==> src/rtl/game_defs.sv <==
// Shared encodings for the game-flow path: page codes, key codes, player op codes.
// Latency: n/a (constants and a pure helper function only).
// Backpressure: n/a.
package game_defs;

  // Page field of the {page, substage} state word
  typedef enum logic [3:0] {
    PG_MENU     = 4'b0001,
    PG_GAMEOVER = 4'b0010,
    PG_WIN      = 4'b0011,
    PG_START    = 4'b1000,
    PG_DODGE    = 4'b1001,
    PG_ATTACK   = 4'b1010,
    PG_ACTION   = 4'b1011
  } page_e;

  // Key codes delivered by the keyboard decoder
  typedef enum logic [3:0] {
    KEY_NONE  = 4'd0,
    KEY_W     = 4'd1,
    KEY_D     = 4'd2,
    KEY_S     = 4'd3,
    KEY_A     = 4'd4,
    KEY_SPACE = 4'd5,
    KEY_ESC   = 4'd6
  } key_e;

  // Player op codes; HPY/DPY/SHP exist on the player side but are never issued here
  typedef enum logic [3:0] {
    OP_NONE = 4'b0000,
    OP_IDG  = 4'b0011,
    OP_SDG  = 4'b0100,
    OP_MOV  = 4'b0101
  } op_e;

  // True for the four direction keys that move the player during DODGE
  function automatic logic is_move_key(input logic [3:0] k);
    return (k == KEY_W) || (k == KEY_D) || (k == KEY_S) || (k == KEY_A);
  endfunction

endpackage

==> src/rtl/wrap_cursor.sv <==
// Menu/action cursor: wrapping index 0..N-1 stepped by inc/dec, forced to 0 by clr.
// Latency: idx updates one cycle after inc/dec/clr; idx_nxt exposes the value being loaded.
// Backpressure: none; every qualified request is applied in the cycle it arrives.
module wrap_cursor #(
  parameter int N = 3,
  parameter int W = (N > 1) ? $clog2(N) : 1
) (
  input  logic         clk,
  input  logic         reset,
  input  logic         inc,
  input  logic         dec,
  input  logic         clr,
  output logic [W-1:0] idx,
  output logic [W-1:0] idx_nxt
);

  localparam logic [W-1:0] LAST = W'(N - 1);

  // Next index: clear wins, then step with wrap at both ends
  always_comb begin
    idx_nxt = idx;
    if (clr) begin
      idx_nxt = '0;
    end else if (inc) begin
      idx_nxt = (idx == LAST) ? '0 : idx + W'(1);
    end else if (dec) begin
      idx_nxt = (idx == '0) ? LAST : idx - W'(1);
    end
  end

  // Index register
  always_ff @(posedge clk or posedge reset) begin
    if (reset) begin
      idx <= '0;
    end else begin
      idx <= idx_nxt;
    end
  end

endmodule

==> src/rtl/game_flow_fsm.sv <==
// Top-level game flow: owns {page, substage}, cursors, START/DODGE timers and player op issue.
// Latency: all outputs registered; each response appears the cycle after its input.
// Backpressure: none; key/attack strobes are consumed the cycle they arrive. Option: GAME_PAUSE_EN.
module game_flow_fsm
  import game_defs::*;
#(
  parameter int PAGE_W       = 4,
  parameter int SUB_W        = 4,
  parameter int MENU_ITEMS   = 3,
  parameter int ACTION_ITEMS = 4,
  parameter int START_CYCLES = 100,
  parameter int DODGE_CYCLES = 1000,
  parameter int TMR_W        = 16
) (
  input  logic                    clk,
  input  logic                    reset,
  input  logic [3:0]              key,
  input  logic                    key_valid,
  input  logic                    is_death,
  input  logic                    attack_done,
  input  logic                    monster_dead,
  output logic [PAGE_W+SUB_W-1:0] state,
  output logic [3:0]              player_instr,
  output logic [3:0]              player_dir,
  output logic                    is_move
);

  localparam int MCW = (MENU_ITEMS > 1) ? $clog2(MENU_ITEMS) : 1;
  localparam int ACW = (ACTION_ITEMS > 1) ? $clog2(ACTION_ITEMS) : 1;

  localparam logic [PAGE_W-1:0] P_MENU     = PAGE_W'(PG_MENU);
  localparam logic [PAGE_W-1:0] P_GAMEOVER = PAGE_W'(PG_GAMEOVER);
  localparam logic [PAGE_W-1:0] P_WIN      = PAGE_W'(PG_WIN);
  localparam logic [PAGE_W-1:0] P_START    = PAGE_W'(PG_START);
  localparam logic [PAGE_W-1:0] P_DODGE    = PAGE_W'(PG_DODGE);
  localparam logic [PAGE_W-1:0] P_ATTACK   = PAGE_W'(PG_ATTACK);
  localparam logic [PAGE_W-1:0] P_ACTION   = PAGE_W'(PG_ACTION);

  localparam logic [TMR_W-1:0] START_LAST = TMR_W'(START_CYCLES - 1);
  localparam logic [TMR_W-1:0] DODGE_LAST = TMR_W'(DODGE_CYCLES - 1);

  logic [PAGE_W-1:0] page, page_nxt;
  logic [SUB_W-1:0]  sub, sub_nxt;
  logic [TMR_W-1:0]  timer, timer_nxt, tmr_inc;
  logic [3:0]        instr_nxt, dir_nxt;
  logic              move_nxt;
  logic              menu_inc, menu_dec, menu_clr;
  logic              act_inc, act_dec, act_clr;
  logic [MCW-1:0]    menu_idx, menu_nxt;
  logic [ACW-1:0]    act_idx, act_nxt;
  logic              pause, pause_nxt;

  assign state = {page, sub};

  // Timer never wraps: it parks at all-ones if a phase were ever to outlast it
  assign tmr_inc = (timer == '1) ? timer : timer + TMR_W'(1);

  wrap_cursor #(.N(MENU_ITEMS), .W(MCW)) u_menu_cur (
    .clk     (clk),
    .reset   (reset),
    .inc     (menu_inc),
    .dec     (menu_dec),
    .clr     (menu_clr),
    .idx     (menu_idx),
    .idx_nxt (menu_nxt)
  );

  wrap_cursor #(.N(ACTION_ITEMS), .W(ACW)) u_act_cur (
    .clk     (clk),
    .reset   (reset),
    .inc     (act_inc),
    .dec     (act_dec),
    .clr     (act_clr),
    .idx     (act_idx),
    .idx_nxt (act_nxt)
  );

`ifdef GAME_PAUSE_EN
  // Pause flag: ESC toggles it inside DODGE; anything that leaves DODGE drops it
  always_comb begin
    pause_nxt = 1'b0;
    if (page_nxt == P_DODGE) begin
      pause_nxt = pause ^ ((page == P_DODGE) && key_valid && (key == KEY_ESC));
    end
  end
`else
  assign pause     = 1'b0;
  assign pause_nxt = 1'b0;
`endif

  // State register: page, substage, phase timer and the registered player outputs
  always_ff @(posedge clk or posedge reset) begin
    if (reset) begin
      page         <= P_MENU;
      sub          <= '0;
      timer        <= '0;
      player_instr <= OP_NONE;
      player_dir   <= '0;
      is_move      <= 1'b0;
`ifdef GAME_PAUSE_EN
      pause        <= 1'b0;
`endif
    end else begin
      page         <= page_nxt;
      sub          <= sub_nxt;
      timer        <= timer_nxt;
      player_instr <= instr_nxt;
      player_dir   <= dir_nxt;
      is_move      <= move_nxt;
`ifdef GAME_PAUSE_EN
      pause        <= pause_nxt;
`endif
    end
  end

  // Next page, timer and cursor requests; death beats expiry beats attack_done beats keys
  always_comb begin
    page_nxt  = page;
    timer_nxt = timer;
    menu_inc  = 1'b0;
    menu_dec  = 1'b0;
    menu_clr  = 1'b0;
    act_inc   = 1'b0;
    act_dec   = 1'b0;
    act_clr   = 1'b0;
    case (page)
      P_MENU: begin
        if (key_valid) begin
          if (key == KEY_W) begin
            menu_dec = 1'b1;
          end else if (key == KEY_S) begin
            menu_inc = 1'b1;
          end else if ((key == KEY_SPACE) && (menu_idx == '0)) begin
            page_nxt  = P_START;
            timer_nxt = '0;
          end
        end
      end
      P_START: begin
        if (is_death) begin
          page_nxt = P_GAMEOVER;
        end else if (timer == START_LAST) begin
          page_nxt = P_ACTION;
          act_clr  = 1'b1;
        end else begin
          timer_nxt = tmr_inc;
        end
      end
      P_ACTION: begin
        if (is_death) begin
          page_nxt = P_GAMEOVER;
        end else if (key_valid) begin
          if (key == KEY_A) begin
            act_dec = 1'b1;
          end else if (key == KEY_D) begin
            act_inc = 1'b1;
          end else if (key == KEY_SPACE) begin
            if (act_idx == '0) begin
              page_nxt = P_ATTACK;
            end else begin
              page_nxt  = P_DODGE;
              timer_nxt = '0;
            end
          end
        end
      end
      P_ATTACK: begin
        if (is_death) begin
          page_nxt = P_GAMEOVER;
        end else if (attack_done) begin
          if (monster_dead) begin
            page_nxt = P_WIN;
          end else begin
            page_nxt  = P_DODGE;
            timer_nxt = '0;
          end
        end
      end
      P_DODGE: begin
        if (is_death) begin
          page_nxt = P_GAMEOVER;
        end else if (!pause && (timer == DODGE_LAST)) begin
          page_nxt = P_ACTION;
          act_clr  = 1'b1;
        end else if (!pause) begin
          timer_nxt = tmr_inc;
        end
      end
      P_GAMEOVER, P_WIN: begin
        if (key_valid && (key == KEY_SPACE)) begin
          page_nxt = P_MENU;
          menu_clr = 1'b1;
        end
      end
      default: begin
        page_nxt  = P_MENU;
        menu_clr  = 1'b1;
        timer_nxt = '0;
      end
    endcase
  end

  // Next outputs: op pulses from page transitions, MOV only while DODGE continues unpaused
  always_comb begin
    instr_nxt = OP_NONE;
    dir_nxt   = '0;
    move_nxt  = 1'b0;
    sub_nxt   = '0;
    if ((page_nxt == P_DODGE) && (page != P_DODGE)) begin
      instr_nxt = OP_SDG;
    end else if ((page == P_DODGE) && (page_nxt == P_ACTION)) begin
      instr_nxt = OP_IDG;
    end else if ((page == P_DODGE) && (page_nxt == P_DODGE) && !pause &&
                 key_valid && is_move_key(key)) begin
      instr_nxt = OP_MOV;
      dir_nxt   = key;
      move_nxt  = 1'b1;
    end
    case (page_nxt)
      P_MENU:   sub_nxt = SUB_W'(menu_nxt);
      P_ACTION: sub_nxt = SUB_W'(act_nxt);
      P_DODGE:  sub_nxt[SUB_W-1] = pause_nxt;
      default:  sub_nxt = '0;
    endcase
  end

endmodule
==> config.mk <==
export PLATFORM = sky130hd
export DESIGN_NAME = game_flow_fsm
export DESIGN_NICKNAME = d
export VERILOG_FILES = /design/src/rtl/game_defs.sv /design/src/rtl/wrap_cursor.sv /design/src/rtl/game_flow_fsm.sv
export SDC_FILE = /design/constraint.sdc
export NUM_CORES = 1
export LEC_CHECK = 0
export ABC_AREA = 1
export BUFFER_PORTS_ARGS = -buffer_cell sky130_fd_sc_hd__buf_2
export CORE_UTILIZATION = 63
export CTS_CLUSTER_DIAMETER = 150
export DETAILED_ROUTE_END_ITERATION = 12
export HOLD_SLACK_MARGIN = 0.1
export PLACE_DENSITY = 0.87
export REMOVE_ABC_BUFFERS = 1
export SLEW_MARGIN = 25
export SYNTH_ARGS = -nofsm -noshare
export SYNTH_HDL_FRONTEND = slang
export SYNTH_SLANG_ARGS = --single-unit
==> constraint.sdc <==
create_clock -name clk -period 3.75 [get_ports clk]
set_clock_uncertainty 0.2 [all_clocks]
set_input_delay 0.1875 -clock clk [delete_from_list [all_inputs] [get_ports clk]]
set_output_delay 0.1875 -clock clk [all_outputs]
set_load 0.005 [all_outputs]
Yosys cells after proc, flatten, opt, wreduce, memory -nomap -nowiden --
Cells that the tools add are included.
Storage, ports and cells: bits in registers 36, bits of input ports 10, output and inout bits 17
Cells by class: $add $sub $neg 5, equal/unequal tests 38, mux-type cells 81, bitwise operators 1, reduce and logical (&&, ||, !) cells 15
Operator list (number):
- 16-bit two-way mux | 18
- 16-bit case mux with 6 select lines | 1
- 4-bit two-way mux | 21
- 2-bit inequality test, second input constant | 17
- 4-bit equality test, second input constant | 6
- 1-bit two-way mux | 24
- 4-bit case mux with 6 select lines | 1
- 2-bit two-way mux | 11
- 18-bit AND reduction | 1
- 16-bit by 1-bit adder with 16-bit output, second input constant | 1
- 16-bit by 10-bit equality test with 1-bit output, second input constant | 1
- 16-bit equality test, second input constant | 1
- 16-bit by 7-bit equality test with 1-bit output, second input constant | 1
- 4-bit by 2-bit equality test with 1-bit output, second input constant | 4
- 4-bit by 1-bit equality test with 1-bit output, second input constant | 3
- 4-bit by 3-bit equality test with 1-bit output, second input constant | 2
- 1-bit logical AND | 7
- 3-bit two-way mux | 2
- 5-bit OR reduction | 1
- 2-bit by 1-bit adder with 2-bit output, second input constant | 2
- 2-bit equality test, second input constant | 2
- 2-bit zero test | 2
- 4-bit inequality test, second input constant | 1
- 1-bit case mux with 2 select lines | 2
- other kinds (5) | 8

Depth between registers and ports, before layout --
word-level depth 15, gate-level depth with buffers 12

By module --
From an unflattened synthesis, not the netlist that was laid out.
Second synthesis, totals: cells, all modules 360, area, all modules 2428.6 um2
By module, submodules not included:
- game_flow_fsm | instances 1, cells an instance 319, area an instance 2130.8 um2, seq. area each 752.0 um2
- wrap_cursor at u_act_cur | instances 1, cells an instance 21, area an instance 148.9 um2, seq. area each 50.0 um2
- wrap_cursor at u_menu_cur | instances 1, cells an instance 20, area an instance 148.9 um2, seq. area each 50.0 um2

Least setup slack after synthesis --
Ideal clock, no wire load.
path type register -> register, start point register timer[0], end point register timer[10], setup time 0.117 ns, arrival time 1.621 ns, path slack 1.812 ns, stages on the path, launching flop included 11, path buffers 1, period minus slack after synthesis 1.938 ns, path through dfrtp_1 ha_1 nand3_1 nor2_1 nand4_1 nand2_1 nor2_2 nand2_4 buf_6 nand2_1 nand2_1
On the way: longest elaborated chain between the ends 5, elaborated cells between the ends (all ways) 13, classes of those cells add/sub (1); eq/ne (5); mux (6); reduce/logical (1)
Ends and longest elaborated chain:
- start, declared | line game_flow_fsm.sv:44 | logic [TMR_W-1:0] timer, timer_nxt, tmr_inc;
- start signal, assigned | line game_flow_fsm.sv:106 | timer <= timer_nxt;
- 16-bit by 1-bit adder with 16-bit output / 16-bit equality test (equally long branches) | line game_flow_fsm.sv:56 | assign tmr_inc = (timer == '1) ? timer : timer + TMR_W'(1);
- 16-bit two-way mux | line game_flow_fsm.sv:56
- 16-bit two-way mux (on tied branches) | line game_flow_fsm.sv:182, game_flow_fsm.sv:142
- 16-bit two-way mux (on tied branches) | line game_flow_fsm.sv:180, game_flow_fsm.sv:140
- 16-bit case mux with 6 select lines | line game_flow_fsm.sv:126 | case (page)
Several ways; a longest one is shown, not always the timed one. The select of a mux whose other input is x is not followed. A chain may end at the register's enable or synchronous reset.

Worst setup path in the final report --
start point register page[1], end point register timer[11]
On the way: longest elaborated chain between the ends 4, elaborated cells between the ends (all ways) 28, classes of those cells eq/ne (24); mux (1); bitwise (1); reduce/logical (2)
Ends and longest elaborated chain:
- start, declared | line game_flow_fsm.sv:42 | logic [PAGE_W-1:0] page, page_nxt;
- start signal, assigned | line game_flow_fsm.sv:104 | page <= page_nxt;
- 4-bit by 2-bit equality test with 1-bit output | line game_flow_fsm.sv:126
- 2-bit OR reduction | line game_flow_fsm.sv:126
- 1-bit NOT (no source line)
- 18-bit AND reduction (no source line)
Several ways; a longest one is shown, not always the timed one.

==> metrics list <==
* Pin count of the biggest net entering global routing: 35
- Arr. time, crit path: 2600 ps
* Total standard cell area after synthesis: 2420 um2
* Switching power: 0.191 mW
- For this run, the top clock speed supported by timing is 381 MHz.
* Proportion of synthesized chip area in sequential cells: 35.3%
* Footprint of the multi-input gates: ~1400 um2
- Primary flip-flop cell chosen by synthesis mapping: sky130_fd_sc_hd__dfrtp_1
- Final Setup Violations: 0
* Dpl hpwl: 4.09 mm
- Routability-driven placement finished with a final weighted congestion of approximately 0.89.
- The worst setup path is launched from a flip-flop.
* Internal power: 0.591 mW
- Averaged over all synthesized cells, the footprint is 6.67 um2.
- Setup TNS: 0 ps
* Final-report hold violation count: 0
- Switching power as a share of total power: roughly a quarter
* Peak VDD IR: 0.000340 V
* FILL cells: roughly 300
* Peak fanout along the critical path: 17
- The first global-routing pass estimated 9.83 mm of wire.
- Leading cell types by count after synthesis: sky130_fd_sc_hd__nand2_1, sky130_fd_sc_hd__nor2_1, sky130_fd_sc_hd__inv_1
- Measured along the y axis, the die boundary spans 63.9 um.
* Share of total power in the clock network: 41.8%
- The worst pin sits at a relative slew slack of between 50% and 60%.
- Post-detailed-route DRC marker count: 0
* Unrepaired setup endpoints after global routing: no
- Number of global-route vias before repair: around 2,300
- At the worst endpoint, the required time is about 3700 ps.
- Summing over every cut layer, the via total after detailed routing is about 2,400.
- Counting instances, the worst hold path has a depth of 7.
* Die width: 63.9 um
- The worst hold path belongs to the class primary input to flip-flop.
- Synthesis instantiated 30 different standard cells from the library.
- Largest cells by area after synthesis: sky130_fd_sc_hd__dfrtp_1, sky130_fd_sc_hd__nand2_1, sky130_fd_sc_hd__nor2_1
- Total congestion overflow: 0
- Endpoint kind of the worst setup timing path: flip-flop
* Share of post-route cells with drive strength above 1: 11.2%
- Relative to the synthesized area, the layout overhead comes to 11.9%.
* Total power: 0.783 mW
- For this run, the total global-route usage over all layers was measured as 31.1%.
- The total count of max-transition violations in the final report was 0.
* FF+latch count, synth: 34
- The clock reaches the later pin of the worst-skew pair after 290 ps.
- CTS buffer count: 5
- Actual transition at the worst max-transition pin: 749 ps
- TritonCTS Sinks: 34
- Number of antenna violations at the first check in global routing: 0
* Max-capacitance violation count: 0
- After layout, the worst path uses 69.9% of the clock period.
* Non-Filler Cell Area, Final: 2700 um2
* Total leakage power: 1.42 nW
- The core region is 3660 um2.
- The number of cells on the worst reg-to-reg path is 9.
- Power share of the combinational group: a little over a tenth
* Number of detailed-route iterations in the first pass: 5
- Most repeated cell in the gate-level netlist after synthesis: sky130_fd_sc_hd__nand2_1
* # nets final: 410
- The H-tree was split into 2 levels.
- Overall die area: 4090 um2
* Gate Count Post-Synth: 362
- The run finished with clean final reports.
- The synthesized design spends more area on one cell type than any other, namely sky130_fd_sc_hd__dfrtp_1.
* Number of flops mapped to enable cells by yosys: 0
- Inserted Diodes: 0
- In the final layout, flip-flops and latches occupy 852 um2.
* Maximum number of buffers from clock root to sink: 2
- Area after detailed placement: 2560 um2
- The floorplan has 22 rows.
- Final routed wirelength across all metal layers: 5.74 mm
* Layout Cells excl Fill: 442
* DR vias/cell: 5.49
- Total I/O pin count: 27
- Starting DRT DRC Count: 231
- Worst reg2reg setup slack: 1130 ps
* Avg WL per Cell: 13.0 um
* Number of nets with antenna violations after routing: 0
* Clock period minus worst slack: 2620 ps
- The tree is rooted in a sky130_fd_sc_hd__clkbuf_8.
* # placed instances: 430
- TritonCTS built the clock tree.
- The share of synthesized area in the top cell type comes to 34.2%.
* Setup Crit Path Kind: flip-flop to flip-flop
* Clock-pin slew reported for the worst setup and hold paths after clock tree synthesis: 70 ps
- Proportion of register bits with asynchronous set or reset after synthesis: 100%
* Power density over cell area: 290 nW/um2
- YS warnings: 0
- For this configuration, the core starts out at a cell density of 66.0%.
- Count of buffers added by post-CTS timing repair for setup: 0
- Post-Route Hold Slack: 228 ps
* Part of the power in registers: between 40% and 50%
* Count of input and output buffers: 23
==> path summary, 6_finish.rpt <==
check                               from   endpoint
worst max-delay path             page[1]  timer[11]
worst min-delay path            is_death    page[1]
worst max register to register   page[1]  timer[11]
worst min register to register  timer[1]   timer[1]
max in group asynchronous          reset    page[0]
min in group asynchronous          reset   timer[8]
==> what timing repair did <==
item	in CTS	in global routing
gates resized for setup	0	0
endpoints found under the hold margin	37	0
hold buffers	4	0
==> power groups by stage <==
stage | logic (mW) | registers [mW] | clock network (mW)
after floorplan | 0.0514 | 0.381 | 0
after global placement | 0.0747 | 0.381 | 0
after detailed placement | 0.0768 | 0.381 | 0
after CTS | 0.0802 | 0.374 | 0.331
after global routing | 0.0913 | 0.374 | 0.350
final | 0.0818 | 0.374 | 0.327
==> worst max-delay path, cell delays in order, from the launching register on <==
cell and delay (ps):
sky130_fd_sc_hd__dfrtp_1 530, sky130_fd_sc_hd__inv_1 110, sky130_fd_sc_hd__nand2_1 430, sky130_fd_sc_hd__nor2_1 80, sky130_fd_sc_hd__nand4_1 90, sky130_fd_sc_hd__nand2_1 70
sky130_fd_sc_hd__nor2_2 580, sky130_fd_sc_hd__nand2_4 240, sky130_fd_sc_hd__nand2_1 120, sky130_fd_sc_hd__nand2_1 50
==> per-stage QoR <==
step / util [%] / worst slack, ps
finish: 73.8 / 1130
global route: 73.8 / 929
CTS: 73.8 / 1180
detailed placement: 69.8 / 1200
global placement: 69.8 / 1280
floorplan: - / 1680
==> cell usage in the layout, fill, tap and decap left out, types with 2 or more instances in the layout <==
cell,n
sky130_fd_sc_hd__buf_2,23
sky130_fd_sc_hd__dfrtp_1,33
sky130_fd_sc_hd__o211ai_1,2
sky130_fd_sc_hd__nand3b_1,3
sky130_fd_sc_hd__nand4_1,12
sky130_fd_sc_hd__xor2_1,9
sky130_fd_sc_hd__nor2_2,4
sky130_fd_sc_hd__nor3_1,7
sky130_fd_sc_hd__ha_1,7
sky130_fd_sc_hd__nor2_1,61
sky130_fd_sc_hd__a21oi_1,8
sky130_fd_sc_hd__inv_1,41
sky130_fd_sc_hd__o21ai_0,5
sky130_fd_sc_hd__nand2_2,3
sky130_fd_sc_hd__nand3_1,40
sky130_fd_sc_hd__dlygate4sd3_1,4
sky130_fd_sc_hd__conb_1,5
sky130_fd_sc_hd__nand2_1,108
sky130_fd_sc_hd__clkbuf_1,2
sky130_fd_sc_hd__clkbuf_8,5
==> metal layers <==
layer  share of wire, %  vias to the layer above  GRT usage (%)
li1                   -                     1200              -
met1                 42                     1120           37.3
met2                 51                       92           53.5
met3                5.2                       14           6.79
met4                2.0                        0           13.4
met5                  0                        -              0
==> cells by family after synthesis <==
family          Yosys count  synth area share, %
compound gates           18                 4.30
xor+xnor                 10                 3.63
fa+ha+maj                 7                 3.62
buf+inv                  50                 8.91
flops                    34                 35.3
other cells               1                0.155
simple gates            242                 44.1
==> final cells by class <==
| cell class | count | area share, % |
|---|---|---|
| clock inverter | 1 | 1.11 |
| timing repair buffer | 28 | 6.02 |
| inverter | 42 | 5.83 |
| tap | 48 | 2.22 |
| multi-input combinational | 282 | 50.5 |
| clock buffer | 7 | 2.82 |
| sequential | 34 | 31.5 |
==> state kept, by name, indices dropped and copies added (netlist names) <==
register / flops
is_move: 1
timer: 16
page: 4
sub: 2
player_dir: 4
player_instr: 3
u_act_cur.idx: 2
u_menu_cur.idx: 2
Power figures use the tool's default switching activity.
